===== src/rtl/rhd_pkg.sv =====
// Shared definitions for the RHD mode sequencer.
//   state_e          : sequencer state encoding, also driven on the state output
//   *_DEF            : default timing parameters (clk cycles / CS frames)
//   FRAME_CNT_W      : width of the CS frame counter
//   PULSE_CNT_W      : width of the start-pulse cycle counter
package rhd_pkg;

  typedef enum logic [2:0] {
    ST_IDLE      = 3'd0,
    ST_CFG_PULSE = 3'd1,
    ST_CFG_WAIT  = 3'd2,
    ST_ZC_PULSE  = 3'd3,
    ST_ZC_WAIT   = 3'd4,
    ST_REC       = 3'd5,
    ST_REC_STOP  = 3'd6
  } state_e;

  localparam int PULSE_CYCLES_DEF = 56;   // ~500 ns at 112 MHz
  localparam int CFG_FRAMES_DEF   = 70;
  localparam int ZC_FRAMES_DEF    = 200;

  localparam int FRAME_CNT_W = 16;
  localparam int PULSE_CNT_W = 16;

endpackage


===== src/rtl/rhd_frame_counter.sv =====
// Counts CS rising edges and flags the edge that reaches a target count.
//   clk, rst : clock, asynchronous active-high reset
//   clr      : restart the count from zero (edge in this cycle is not counted)
//   cs       : chip select from the rhd_2048 controller (same clock domain)
//   target   : number of rising edges to wait for
//   hit      : high in the cycle of the rising edge that completes the target
module rhd_frame_counter
  import rhd_pkg::*;
(
  input  logic                   clk,
  input  logic                   rst,
  input  logic                   clr,
  input  logic                   cs,
  input  logic [FRAME_CNT_W-1:0] target,
  output logic                   hit
);

  localparam logic [FRAME_CNT_W-1:0] CNT_ONE = FRAME_CNT_W'(1);

  logic                   cs_q, cs_d;
  logic [FRAME_CNT_W-1:0] cnt_q, cnt_d;
  logic                   cs_rise;

  always_comb begin
    cs_d    = cs;
    cs_rise = cs & ~cs_q;
    cnt_d   = cnt_q;
    if (clr) begin
      cnt_d = '0;
    end else if (cs_rise && (cnt_q != '1)) begin
      // Saturate so a long recording cannot wrap into a false hit.
      cnt_d = cnt_q + CNT_ONE;
    end
    // hit uses the registered count only, so it never depends on clr
    // (clr is derived from the next state, which depends on hit).
    hit = cs_rise && ((cnt_q + CNT_ONE) == target);
  end

  always_ff @(posedge clk or posedge rst) begin
    if (rst) begin
      cs_q  <= 1'b0;
      cnt_q <= '0;
    end else begin
      cs_q  <= cs_d;
      cnt_q <= cnt_d;
    end
  end

endmodule


===== src/rtl/rhd_mode_sequencer.sv =====
// Mode sequencer for an rhd_2048 controller: runs chip configuration,
// impedance-check sweeps over a channel range, and recording.
//   clk, rst                : clock, asynchronous active-high reset
//   cmd_config, cmd_zcheck  : single-cycle requests (config wins over zcheck)
//   rec_en                  : level request, record while high
//   abort                   : single-cycle, return to IDLE from anywhere
//   zc_first/zc_last/zc_scale : sweep bounds and scale, latched at sweep start
//   CS                      : controller chip select, rising edge = end of frame
//   config_start/zcheck_start/record_start : controller start inputs
//   zcheck_chip_channel/zcheck_scale       : controller zcheck inputs
//   busy, configured, zc_ch_done, err, state : status
module rhd_mode_sequencer
  import rhd_pkg::*;
#(
  parameter int PULSE_CYCLES = PULSE_CYCLES_DEF,
  parameter int CFG_FRAMES   = CFG_FRAMES_DEF,
  parameter int ZC_FRAMES    = ZC_FRAMES_DEF
) (
  input  logic       clk,
  input  logic       rst,
  input  logic       cmd_config,
  input  logic       cmd_zcheck,
  input  logic       rec_en,
  input  logic       abort,
  input  logic [6:0] zc_first,
  input  logic [6:0] zc_last,
  input  logic [1:0] zc_scale,
  input  logic       CS,
  output logic       config_start,
  output logic       zcheck_start,
  output logic       record_start,
  output logic [6:0] zcheck_chip_channel,
  output logic [1:0] zcheck_scale,
  output logic       busy,
  output logic       configured,
  output logic       zc_ch_done,
  output logic       err,
  output logic [2:0] state
);

  localparam logic [PULSE_CNT_W-1:0] PULSE_LAST = PULSE_CNT_W'(PULSE_CYCLES - 1);
  localparam logic [PULSE_CNT_W-1:0] PULSE_ONE  = PULSE_CNT_W'(1);

  state_e                 state_q, state_d;
  logic [PULSE_CNT_W-1:0] pulse_cnt_q, pulse_cnt_d;
  logic                   configured_q, configured_d;
  logic                   err_q, err_d;
  logic                   zc_done_q, zc_done_d;
  logic [6:0]             ch_q, ch_d;
  logic [6:0]             last_q, last_d;
  logic [1:0]             scale_q, scale_d;
  logic                   rec_block_q, rec_block_d;

  logic                   rec_reject;
  logic                   pulse_done;
  logic                   frame_clr;
  logic                   frame_hit;
  logic [FRAME_CNT_W-1:0] frame_target;

  rhd_frame_counter u_frame_cnt (
    .clk    (clk),
    .rst    (rst),
    .clr    (frame_clr),
    .cs     (CS),
    .target (frame_target),
    .hit    (frame_hit)
  );

  always_comb begin
    unique case (state_q)
      ST_CFG_WAIT: frame_target = FRAME_CNT_W'(CFG_FRAMES);
      ST_ZC_WAIT:  frame_target = FRAME_CNT_W'(ZC_FRAMES);
      ST_REC_STOP: frame_target = FRAME_CNT_W'(1);
      default:     frame_target = '0;
    endcase
  end

  always_comb begin
    state_d      = state_q;
    configured_d = configured_q;
    err_d        = 1'b0;
    zc_done_d    = 1'b0;
    ch_d         = ch_q;
    last_d       = last_q;
    scale_d      = scale_q;
    rec_reject   = 1'b0;
    pulse_done   = (pulse_cnt_q == PULSE_LAST);

    if (abort) begin
      // Abort wins over everything, including a command arriving in IDLE.
      state_d = ST_IDLE;
    end else begin
      unique case (state_q)
        ST_IDLE: begin
          if (cmd_config) begin
            state_d = ST_CFG_PULSE;
          end else if (cmd_zcheck) begin
            if (configured_q) begin
              state_d = ST_ZC_PULSE;
              ch_d    = zc_first;
              // An inverted range collapses to the single channel zc_first.
              last_d  = (zc_last < zc_first) ? zc_first : zc_last;
              scale_d = zc_scale;
            end else begin
              err_d = 1'b1;
            end
          end else if (rec_en && !rec_block_q) begin
            if (configured_q) begin
              state_d = ST_REC;
            end else begin
              err_d      = 1'b1;
              rec_reject = 1'b1;
            end
          end
        end
        ST_CFG_PULSE: if (pulse_done) state_d = ST_CFG_WAIT;
        ST_CFG_WAIT: begin
          if (frame_hit) begin
            state_d      = ST_IDLE;
            configured_d = 1'b1;
          end
        end
        ST_ZC_PULSE: if (pulse_done) state_d = ST_ZC_WAIT;
        ST_ZC_WAIT: begin
          if (frame_hit) begin
            zc_done_d = 1'b1;
            if (ch_q == last_q) begin
              state_d = ST_IDLE;
            end else begin
              // ch_q < last_q <= 127 here, so this never wraps.
              ch_d    = ch_q + 7'd1;
              state_d = ST_ZC_PULSE;
            end
          end
        end
        ST_REC:      if (!rec_en) state_d = ST_REC_STOP;
        ST_REC_STOP: if (frame_hit) state_d = ST_IDLE;
        default:     state_d = ST_IDLE;
      endcase
    end

    // A rejected recording request stays rejected until rec_en drops.
    rec_block_d = rec_en & (rec_block_q | rec_reject);

    frame_clr = (state_d != state_q);
    if (frame_clr || !((state_q == ST_CFG_PULSE) || (state_q == ST_ZC_PULSE))) begin
      pulse_cnt_d = '0;
    end else begin
      pulse_cnt_d = pulse_cnt_q + PULSE_ONE;
    end
  end

  always_ff @(posedge clk or posedge rst) begin
    if (rst) begin
      state_q      <= ST_IDLE;
      pulse_cnt_q  <= '0;
      configured_q <= 1'b0;
      err_q        <= 1'b0;
      zc_done_q    <= 1'b0;
      ch_q         <= '0;
      last_q       <= '0;
      scale_q      <= '0;
      rec_block_q  <= 1'b0;
    end else begin
      state_q      <= state_d;
      pulse_cnt_q  <= pulse_cnt_d;
      configured_q <= configured_d;
      err_q        <= err_d;
      zc_done_q    <= zc_done_d;
      ch_q         <= ch_d;
      last_q       <= last_d;
      scale_q      <= scale_d;
      rec_block_q  <= rec_block_d;
    end
  end

  // Start outputs drop combinationally in the abort cycle itself.
  assign config_start        = (state_q == ST_CFG_PULSE) & ~abort;
  assign zcheck_start        = (state_q == ST_ZC_PULSE) & ~abort;
  assign record_start        = (state_q == ST_REC) & rec_en & ~abort;
  assign zcheck_chip_channel = ch_q;
  assign zcheck_scale        = scale_q;
  assign busy                = (state_q != ST_IDLE);
  assign configured          = configured_q;
  assign zc_ch_done          = zc_done_q;
  assign err                 = err_q;
  assign state               = state_q;

endmodule


===== config.mk =====
export PLATFORM = sky130hd
export DESIGN_NAME = rhd_mode_sequencer
export DESIGN_NICKNAME = d
export VERILOG_FILES = /design/src/rtl/rhd_pkg.sv /design/src/rtl/rhd_frame_counter.sv /design/src/rtl/rhd_mode_sequencer.sv
export SDC_FILE = /design/constraint.sdc
export NUM_CORES = 1
export LEC_CHECK = 0
export BUFFER_PORTS_ARGS = -buffer_cell sky130_fd_sc_hd__clkbuf_2
export CAP_MARGIN = 0
export CORE_MARGIN = 2
export CORE_UTILIZATION = 50
export DETAILED_ROUTE_END_ITERATION = 10
export GPL_TIMING_DRIVEN = 0
export PLACE_DENSITY = 0.7
export SETUP_SLACK_MARGIN = 0.02
export SYNTH_ARGS = -nofsm -noshare
export SYNTH_HDL_FRONTEND = slang
export SYNTH_SLANG_ARGS = --single-unit

===== constraint.sdc =====
create_clock -name clk -period 6.63 [get_ports clk]
set_input_delay 0.663 -clock clk [delete_from_list [all_inputs] [get_ports clk]]
set_output_delay 0.663 -clock clk [all_outputs]
set_load 0.02 [all_outputs]

==> flow_metrics.py, run 1 <==
metrics = {
    "clocking": {
        "root_buffer": "clkbuf_8",
        "insertion_delay_ps": 320,
        "htreeDepth": 2,
        "postCtsSetupRepairBufs": 0,
        "numCtsBuffers": 5,
        "clkSinkCount": 56,
        "cts_buffer_depth": 2,
        "post_cts_resize_count": 0,
        "hold_buffers": 0,
        "clk_pin_slew_worst_paths_ps": 110,
        "cts_tree": "built",
    },
    "timing": {
        "worst_pin_slew_ps": 689,
        "max_freq_mhz": 335,
        "final_hold_viol_count": 0,
        "finalSetupViolCount": 0,
        "skew_ps": 15.5,
        "slew_viol_final": 0,
        "maxSlewHeadroom_pct": 52.9,
        "final.setup.tns_ps": 0,
        "rsz0062_at_grt": "false",
        "layout_min_cycle_time_ps": 2990,
        "period_share_pct": 45.1,
        "setup_ws_ps": 3640,
    },
    "power": {
        "intPower_mw": 0.704,
        "p_switching_mw": 0.483,
        "seqPwrFrac_pct": 40.2,
        "switching_share_pct": 40.7,
        "leakagePower_nw": 1.79,
        "power_frac_clock_pct": 19.3,
        "power_density_nw_per_um2": 286,
        "pwr-share-comb_pct": 40.5,
        "ir_worst_vdd_uv": 146,
        "finalPower_mw": 1.19,
    },
    "synthesis": {
        "syn_inst": 414,
        "yosys_warnings": 0,
        "syn-num-nets": 446,
        "yosys.area.top_type": "dfrtp_1",
        "yosysSeqAreaShare_pct": 38.0,
        "ys_async_sr_fraction_pct": 100,
        "synthTopCellsByArea": "dfrtp_1, xor2_1, nor2_1",
        "syn_avg_cell_area_um2": 8.91,
        "ys_types": 57,
        "yosysMostFrequentCell": "dfrtp_1",
        "synthDominantCellAreaShare_pct": 38.0,
        "synth_commonest_cells": "dfrtp_1, nor2_1, nand2_1",
        "ys_ff_latch": 56,
        "synthFlopType": "dfrtp_1",
        "synth.cell_area_um2": 3690,
        "synth-edff-count": 0,
    },
    "floorplanning": {
        "fp.dieW_um": 89.9,
        "io_pins": 42,
        "rows": 31,
        "die_h_um": 89.9,
        "die-area_um2": 8080,
        "core-area_um2": 7210,
        "initial_core_util_pct": 51.1,
    },
    "worst_setup_path": {
        "cp-endpoint": "pulse_cnt_q[0]",
        "worstPathRequired_ps": 6860,
        "cp-end-kind": "register",
        "crit_start": "u_frame_cnt.cnt_q[0]",
        "arrival_ps": 3220,
        "rr_startpoint": "u_frame_cnt.cnt_q[0]",
        "r2r_end": "pulse_cnt_q[0]",
        "path_buf_inv": 1,
        "cpLargestDelayFamily": "simple AND/OR/NAND/NOR gates",
        "critPathMaxFanout": 10,
        "startpoint_type": "register",
        "cp.depth": 10,
        "rrSetupSlack_ps": 3640,
        "critPathKind": "register to register",
        "critPathSlowestCell": "dfrtp_1",
        "path_cells": "ha_1 > nand3_1 > nor4_2 > xnor2_1 > nand3_1 > nor4_2 > or2_2 > nand2_2 > buf_6 > nor2_1",
        "critPathMaxStageDelay_ps": 490,
        "reg2reg_depth": 10,
    },
    "grt": {
        "antenna_found_initial": 0,
        "grtUsageTotal_pct": 21.4,
        "grt_max_degree": 40,
        "first_global_vias": 3110,
        "overflow": 0,
        "grt_pass1_wl_um": 14500,
    },
    "route": {
        "firstDrtPassIters": 4,
        "route.detailed.drc": 0,
        "drt_iter0_markers": 118,
        "avgViaCountPerCell": 5.61,
        "routed_wl_um": 8460,
        "wire_per_inst_um": 15.0,
        "routed-via-count": 3157,
        "antenna_left": 0,
    },
    "placed_design": {
        "dp_hpwl_um": 6320,
        "place_ws_ps": 3740,
        "dp_cells": 555,
        "io_buffers": 41,
        "place.gp.congestion": 0.880,
    },
    "status": {
        "outcome": "complete, no violations",
    },
    "layout": {
        "utilization_pct": 57.5,
        "finalNonFillerCells": 563,
        "drive_gt1_share_pct": 19.2,
        "area_growth_pct": 12.5,
        "num_antenna_cells": 0,
        "final_net_count": 495,
    },
    "job": {
        "drv_cap": 0,
    },
    "hold_path": {
        "hold_class": "primary input to async pin",
    },
}
-- state kept, by name (all words and copies together) (netlist names) --
name,count
last_q,7
u_frame_cnt.cs_q,1
u_frame_cnt.cnt_q,16
err,1
zc_ch_done,1
configured,1
zcheck_scale,2
zcheck_chip_channel,7
rec_block_q,1
state,3
pulse_cnt_q,16
-- cell usage in the layout, fill, tap and decap left out, types with 5 or more instances in the layout --
cell type  synthesis  final
clkbuf_2           0     41
nand2_1           31     31
clkbuf_1           8      8
nor2_1            54     54
a21oi_2            8      8
mux2i_1           13     13
xor2_1            26     26
a21oi_1           19     19
nand2b_1          12     12
or2_2              5      5
clkbuf_8           0      5
nor4_1             8      8
dfrtp_1           56     56
nand4_1           15     15
ha_1               9      9
o21ai_0            9      9
inv_1             15     14
nand3_1           19     19
and3_1             9      9
nor3_1             7      7
xnor2_1           15     15
-- power groups by stage --
| stage | clock network [mW] | registers (mW) | logic (mW) |
|---|---|---|---|
| after global placement | 0 | 0.482 | 0.466 |
| after floorplan | 0 | 0.507 | 0.313 |
| after global routing | 0.247 | 0.491 | 0.528 |
| after CTS | 0.236 | 0.478 | 0.479 |
| final | 0.229 | 0.477 | 0.480 |
| after detailed placement | 0 | 0.485 | 0.477 |
-- area by class of cell --
type / instances / area, um^2
multi-input combinational: 324 / 2130
clock buffer: 5 / 68.8
timing repair buffer: 42 / 225
buffer: 19 / 106
inverter: 15 / 56.3
fill: 693 / 3060
tap: 99 / 124
clock inverter: 3 / 42.5
sequential: 56 / 1400
-- worst min path at each step --
| stage | start | end | slack, ps | cells past startpoint |
|---|---|---|---|---|
| finish | rst | u_frame_cnt.cnt_q[10] | 310 | 2 |
| global route | rst | u_frame_cnt.cnt_q[12] | 330 | 2 |
| CTS | rst | u_frame_cnt.cnt_q[10] | 320 | 2 |
| detailed placement | pulse_cnt_q[0] | pulse_cnt_q[0] | 480 | 1 |
| global placement | pulse_cnt_q[0] | pulse_cnt_q[0] | 480 | 1 |
| floorplan | pulse_cnt_q[0] | pulse_cnt_q[0] | 450 | 1 |
-- routing by layer --
metal	vias up	part of all wire (%)	GRT usage, %
met5	-	0	0
met4	0	2.0	7.69
met3	12	3.5	2.77
met2	66	48	36.8
met1	1515	46	27.9
li1	1564	-	-
-- metrics by stage --
stage | hold slack [ps] | instance area (um^2)
5_1_grt | 331 | 4150
2_1_floorplan | 451 | 3690
3_5_place_dp | 485 | 4040
6_report | 313 | 4150
4_1_cts | 324 | 4150
3_3_place_gp | 485 | 4020
-- logic make-up (layout without fill, tap and decap cells) --
| group | Yosys count | count (layout) | share of synthesized area, % |
|---|---|---|---|
| mux | 15 | 15 | 4.14 |
| flops | 56 | 56 | 38.0 |
| compound gates | 68 | 68 | 12.5 |
| simple gates | 190 | 190 | 27.6 |
| xor+xnor | 42 | 42 | 10.3 |
| fa+ha+maj | 9 | 9 | 3.05 |
| buf+inv | 34 | 84 | 4.41 |
(Power assumes the default switching activity.)
==> run 2, diff against run 1 <==
--- a/config.mk
+++ b/config.mk
@@ -5,6 +5,7 @@
 export SDC_FILE = /design/constraint.sdc
 export NUM_CORES = 1
 export LEC_CHECK = 0
+export ABC_AREA = 1
 export BUFFER_PORTS_ARGS = -buffer_cell sky130_fd_sc_hd__clkbuf_2
 export CAP_MARGIN = 0
 export CORE_MARGIN = 2
==> constraint.sdc (replaced) <==
create_clock -name clk -period 3.1 [get_ports clk]
set_input_delay 0.31 -clock clk [delete_from_list [all_inputs] [get_ports clk]]
set_output_delay 0.31 -clock clk [all_outputs]
set_load 0.02 [all_outputs]
==> run 2 against run 1 <==
  * Sequential cell count unchanged
  * First-iteration DRC count increased by 14%
  * Combinational power up 85%
  * Sequential share of layout area shrank 2.2 points
  * Count of clock-buffer cells in the layout did not move
  * Largest cell class unchanged
  * Wire length grew 7.6%
  * Worst hold slack got worse by 270 ps
  * Synthesized cell count is 33% higher
  * Highest routed layer unchanged
==> flow_metrics.py, run 2 <==
metrics = {
    "worst_setup_path": {
        "startpoint_type": "register",
        "arrival_ps": 2960,
        "worstPathRequired_ps": 3300,
        "cp-end-kind": "register",
        "critPathKind": "register to register",
        "critPathMaxFanout": 10,
    },
    "clocking": {
        "cts_tree": "built",
        "numCtsBuffers": 5,
        "post_cts_resize_count": 0,
        "htreeDepth": 2,
        "postCtsSetupRepairBufs": 0,
        "root_buffer": "clkbuf_8",
        "cts_buffer_depth": 2,
        "clkSinkCount": 56,
        "insertion_delay_ps": 320,
        "clk_pin_slew_worst_paths_ps": 110,
        "hold_buffers": 0,
    },
    "grt": {
        "antenna_found_initial": 0,
        "grt_max_degree": 30,
        "grtUsageTotal_pct": 23.1,
        "overflow": 0,
        "grt_pass1_wl_um": 16300,
        "first_global_vias": 3537,
    },
    "synthesis": {
        "yosys_warnings": 0,
        "synthFlopType": "dfrtp_1",
        "synth_commonest_cells": "nand2_1, inv_1, nor2_1",
        "ys_async_sr_fraction_pct": 100,
        "synth.cell_area_um2": 3970,
        "syn_avg_cell_area_um2": 7.24,
        "syn-num-nets": 581,
        "synth-edff-count": 0,
        "synthDominantCellAreaShare_pct": 35.3,
        "ys_ff_latch": 56,
        "synthTopCellsByArea": "dfrtp_1, nand2_1, inv_1",
        "yosys.area.top_type": "dfrtp_1",
        "yosysSeqAreaShare_pct": 35.3,
        "yosysMostFrequentCell": "nand2_1",
        "ys_types": 44,
        "syn_inst": 549,
    },
    "hold_path": {
        "hold_class": "primary input to async pin",
    },
    "layout": {
        "reg_top3": "pulse_cnt_q (16), u_frame_cnt.cnt_q (16)",
        "fin_area_um2": 4440,
        "num_antenna_cells": 0,
        "area_growth_pct": 11.7,
        "utilization_pct": 57.4,
        "drive_gt1_share_pct": 18.7,
        "fillers": 758,
        "final_net_count": 630,
        "layout_commonest_cell": "nand2_1",
        "mostFrequentLayoutCells": "nand2_1, inv_1, nor2_1",
    },
    "route": {
        "antenna_left": 0,
        "firstDrtPassIters": 5,
        "avgViaCountPerCell": 5.18,
        "wire_per_inst_um": 13.0,
        "drt_iter0_markers": 135,
        "route.detailed.drc": 0,
        "routed-via-count": 3629,
        "routed_wl_um": 9100,
    },
    "power": {
        "finalPower_mw": 2.38,
        "power_density_nw_per_um2": 537,
        "leakagePower_nw": 2.07,
        "ir_worst_vdd_uv": 314,
    },
    "job": {
        "drv_cap": 0,
    },
    "placed_design": {
        "io_buffers": 41,
        "postPlaceCellArea_um2": 4330,
        "dp_hpwl_um": 7080,
        "place.gp.congestion": 0.874,
    },
    "timing": {
        "maxSlewHeadroom_pct": 57.4,
        "worst_pin_slew_ps": 638,
        "final.setup.tns_ps": 0,
        "max_freq_mhz": 362,
        "slew_viol_final": 0,
        "skew_ps": 11.5,
        "layout_min_cycle_time_ps": 2770,
        "period_share_pct": 89.2,
        "finalSetupViolCount": 0,
        "rsz0062_at_grt": "false",
        "final_hold_viol_count": 0,
    },
    "floorplanning": {
        "die-area_um2": 8680,
        "die_h_um": 93.2,
        "fp.dieW_um": 93.2,
        "io_pins": 42,
        "initial_core_util_pct": 51.4,
        "rows": 32,
        "core-area_um2": 7730,
    },
    "status": {
        "outcome": "complete, no violations",
    },
}
-- run 2: changes by cell type after synthesis, sizes merged, moves of 13 or more --
cell	change
nand3	+17
nor2	+28
nor3	+18
inv	+65
nand2	+105
mux2i	-13
xor2	-16
a21oi	-16
o21ai	+36
-- run 2: path summary, 6_finish.rpt --
check,startpoint,endpoint,slack (ps),cells past startpoint
setup / recovery,u_frame_cnt.cnt_q[1],u_frame_cnt.cnt_q[5],330,16
hold / removal,rst,pulse_cnt_q[13],40,2
setup reg to reg,u_frame_cnt.cnt_q[1],u_frame_cnt.cnt_q[5],330,16
hold reg to reg,pulse_cnt_q[0],pulse_cnt_q[0],470,1
max in group asynchronous,rst,u_frame_cnt.cnt_q[4],2470,3
min in group clk,CS,u_frame_cnt.cs_q,120,1
-- run 2: per-layer routing --
| layer | up-vias | part of all wire (%) | global-route usage (%) |
|---|---|---|---|
| met5 | - | 0 | 0 |
| met4 | 0 | 0.67 | 4.41 |
| met3 | 6 | 4.5 | 3.22 |
| met2 | 73 | 47 | 38.2 |
| met1 | 1678 | 48 | 32.6 |
| li1 | 1872 | - | - |
-- run 2: cell type report --
class,instances,area (um^2),share of cell area [%]
Buffer,8,60.1,1.35
Timing Repair Buffer,42,225,5.07
Tap cell,102,128,2.88
Clock inverter,3,42.5,0.959
Multi-Input combinational cell,403,2200,49.7
Sequential cell,56,1400,31.6
Inverter,82,308,6.94
Clock buffer,5,68.8,1.55
-- run 2: stage by stage --
step	hold slack (ps)	setup WS [ps]	std cells
6_report	41.6	335	701
5_1_grt	90.6	63.8	701
4_1_cts	62.1	332	701
3_5_place_dp	424	351	693
3_3_place_gp	439	386	692
2_1_floorplan	341	743	549
-- run 2: worst max-delay path: stages (launching register included) --
cell and delay [ps]:
dfrtp_1 400, ha_1 240, nand2_1 120, nor2_1 220, nand2_1 130, xor2_1 190, nor2_1 130, nand2_2 80
nor2_4 110, nand2_4 80, a21oi_2 140, nand2_2 70, nand2_1 90, nand2_2 80, nand4_2 160, buf_2 340
nor3_2 60
-- run 2: logic make-up (layout without fill, tap and decap cells) --
| group | after synthesis | in the layout | share of synthesized area, % |
|---|---|---|---|
| and+or+nand+nor | 304 | 304 | 38.0 |
| DFF | 56 | 56 | 35.3 |
| buffers and inverters | 90 | 140 | 9.26 |
| xor gates and xnor gates | 16 | 16 | 3.53 |
| adders and majority gates | 9 | 9 | 2.83 |
| AOI/OAI and AO/OA | 74 | 74 | 11.1 |
-- run 2: where the power goes --
group          switching [mW]  total [mW]  internal [mW]
registers               0.153        1.01          0.856
logic                   0.575       0.888          0.313
clock network           0.245       0.485          0.240
==> run 3, diff against run 2 <==
--- a/config.mk
+++ b/config.mk
@@ -12,6 +12,8 @@
 export CORE_UTILIZATION = 50
 export DETAILED_ROUTE_END_ITERATION = 10
 export GPL_TIMING_DRIVEN = 0
+export HOLD_SLACK_MARGIN = 0.1
+export MAX_ROUTING_LAYER = met4
 export PLACE_DENSITY = 0.7
 export SETUP_SLACK_MARGIN = 0.02
 export SYNTH_ARGS = -nofsm -noshare
==> run 3 against run 2 <==
  * Register-to-register slack is essentially flat
  * Critical endpoint unchanged
  * Clock skew barely moved
  * Count of clock-buffer cells in the layout stayed put
  * Combinational power about the same
  * Maximum frequency is 0.12% lower
  * Sequential share of layout area is 0.071 points lower
==> flow_metrics.py, run 3 (synthesis results as in run 2) <==
metrics = {
    "route": {
        "wire_per_inst_um": 13.0,
        "avgViaCountPerCell": 5.23,
        "routed-via-count": 3671,
        "routed_wl_um": 9140,
        "firstDrtPassIters": 5,
        "antenna_left": 0,
        "route.detailed.drc": 0,
        "drt_iter0_markers": 172,
    },
    "power": {
        "power_density_nw_per_um2": 537,
        "leakagePower_nw": 2.08,
        "seqPwrFrac_pct": 42.3,
        "switching_share_pct": 41.0,
        "pwr-share-comb_pct": 37.3,
        "power_frac_clock_pct": 20.5,
        "ir_worst_vdd_uv": 316,
        "intPower_mw": 1.41,
        "p_switching_mw": 0.978,
    },
    "worst_setup_path": {
        "worstPathRequired_ps": 3300,
        "critPathSlowestCell": "dfrtp_1",
        "critPathMaxFanout": 10,
        "arrival_ps": 2970,
        "critPathKind": "register to register",
        "startpoint_type": "register",
        "path_cells": "ha_1 > nand2_1 > nor2_1 > nand2_1 > xor2_1 > nor2_1 > nand2_2 > nor2_4 > nand2_4 > a21oi_2 > nand2_2 > nand2_1 > nand2_2 > nand4_2 > buf_2 > nor3_2",
        "cp-end-kind": "register",
        "critPathMaxStageDelay_ps": 400,
    },
    "clocking": {
        "htreeDepth": 2,
        "clkSinkCount": 56,
        "cts_buffer_depth": 2,
        "cts_tree": "built",
        "hold_buffers": 1,
        "post_cts_resize_count": 0,
        "root_buffer": "clkbuf_8",
        "numCtsBuffers": 5,
        "clk_pin_slew_worst_paths_ps": 100,
        "postCtsSetupRepairBufs": 0,
        "insertion_delay_ps": 320,
    },
    "grt": {
        "grt_max_degree": 30,
        "grt_pass1_wl_um": 16300,
        "first_global_vias": 3536,
        "grtUsageTotal_pct": 23.7,
        "antenna_found_initial": 0,
        "overflow": 0,
    },
    "floorplanning": {
        "die-area_um2": 8680,
        "rows": 32,
        "initial_core_util_pct": 51.4,
        "fp.dieW_um": 93.2,
        "die_h_um": 93.2,
        "core-area_um2": 7730,
        "io_pins": 42,
    },
    "layout": {
        "layout_commonest_cell": "nand2_1",
        "drive_gt1_share_pct": 18.7,
        "fin_area_um2": 4450,
        "final_net_count": 631,
        "mostFrequentLayoutCells": "nand2_1, inv_1, nor2_1",
        "area_growth_pct": 11.9,
        "num_antenna_cells": 0,
        "reg_top3": "pulse_cnt_q (16), u_frame_cnt.cnt_q (16)",
    },
    "placed_design": {
        "dp_hpwl_um": 7080,
        "postPlaceCellArea_um2": 4330,
        "io_buffers": 41,
        "place.gp.congestion": 0.888,
    },
    "status": {
        "outcome": "complete, no violations",
    },
    "job": {
        "drv_cap": 0,
    },
    "timing": {
        "slew_viol_final": 0,
        "worst_pin_slew_ps": 637,
        "finalSetupViolCount": 0,
        "final.setup.tns_ps": 0,
        "rsz0062_at_grt": "false",
        "period_share_pct": 89.3,
        "final_hold_viol_count": 0,
        "max_freq_mhz": 361,
        "layout_min_cycle_time_ps": 2770,
        "maxSlewHeadroom_pct": 57.5,
        "skew_ps": 11.8,
    },
    "hold_path": {
        "hold_class": "primary input to register",
    },
}
==> run 3: cell types whose count changed in the layout (fill, tap and decap cells not counted), sizes merged <==
cell	change
dlygate4sd3	+1
==> run 3: metal layers <==
| metal | GRT usage (%) | share of wire, % | up-vias |
|---|---|---|---|
| li1 | - | - | 1877 |
| met1 | 33.0 | 48 | 1705 |
| met2 | 38.2 | 47 | 79 |
| met3 | 2.74 | 3.9 | 10 |
| met4 | 4.41 | 0.67 | 0 |
| met5 | - | 0 | - |
==> run 3: worst paths after layout <==
check	start	to	slack (ps)	cells past startpoint
setup / recovery	u_frame_cnt.cnt_q[1]	u_frame_cnt.cnt_q[5]	330	16
hold reg to reg	pulse_cnt_q[0]	pulse_cnt_q[0]	470	1
hold / removal	CS	u_frame_cnt.cs_q	120	1
min in group asynchronous	rst	pulse_cnt_q[13]	600	3
max in group asynchronous	rst	u_frame_cnt.cnt_q[4]	1920	4
setup reg to reg	u_frame_cnt.cnt_q[1]	u_frame_cnt.cnt_q[5]	330	16
==> run 3: final cells by class <==
| type | count | area, um^2 |
|---|---|---|
| repair buffers | 43 | 235 |
| well taps | 102 | 128 |
| flip-flops and latches | 56 | 1400 |
| inverters | 82 | 308 |
| fillers | 757 | 3280 |
| plain buffers | 8 | 60.1 |
| clock inverters | 3 | 42.5 |
| clock buffers | 5 | 68.8 |
| multi-input cells | 403 | 2200 |
==> run 3: power by group through the flow <==
stage	logic, mW	clock network, mW	registers, mW
2_1_floorplan	0.593	0	1.06
3_3_place_gp	0.860	0	1.02
3_5_place_dp	0.890	0	1.02
4_1_cts	0.893	0.505	1.01
5_1_grt	1.01	0.529	1.03
6_report	0.889	0.488	1.01
==> run 3: worst max-delay path, delay by kind of cell, from the launching register on <==
family                     cells  cell delay (ps)
and+or+nand+nor               12             1330
AOI/OAI and AO/OA              1              140
xor gates and xnor gates       1              190
adders and majority gates      1              240
buffers and inverters          1              340
DFF                            1              400
==> run 3: metrics by stage <==
stage | hold WS [ps] | utilization, % | setup WS [ps] | instances | power, mW
final | 115 | 57.6 | 331 | 702 | 2.39
after global routing | 110 | 57.6 | 63.5 | 702 | 2.56
after CTS | 109 | 57.6 | 332 | 702 | 2.41
after detailed placement | 424 | 56.0 | 351 | 693 | 1.91
after global placement | 439 | 55.7 | 386 | 692 | 1.88
after floorplan | 341 | - | 743 | 549 | 1.65
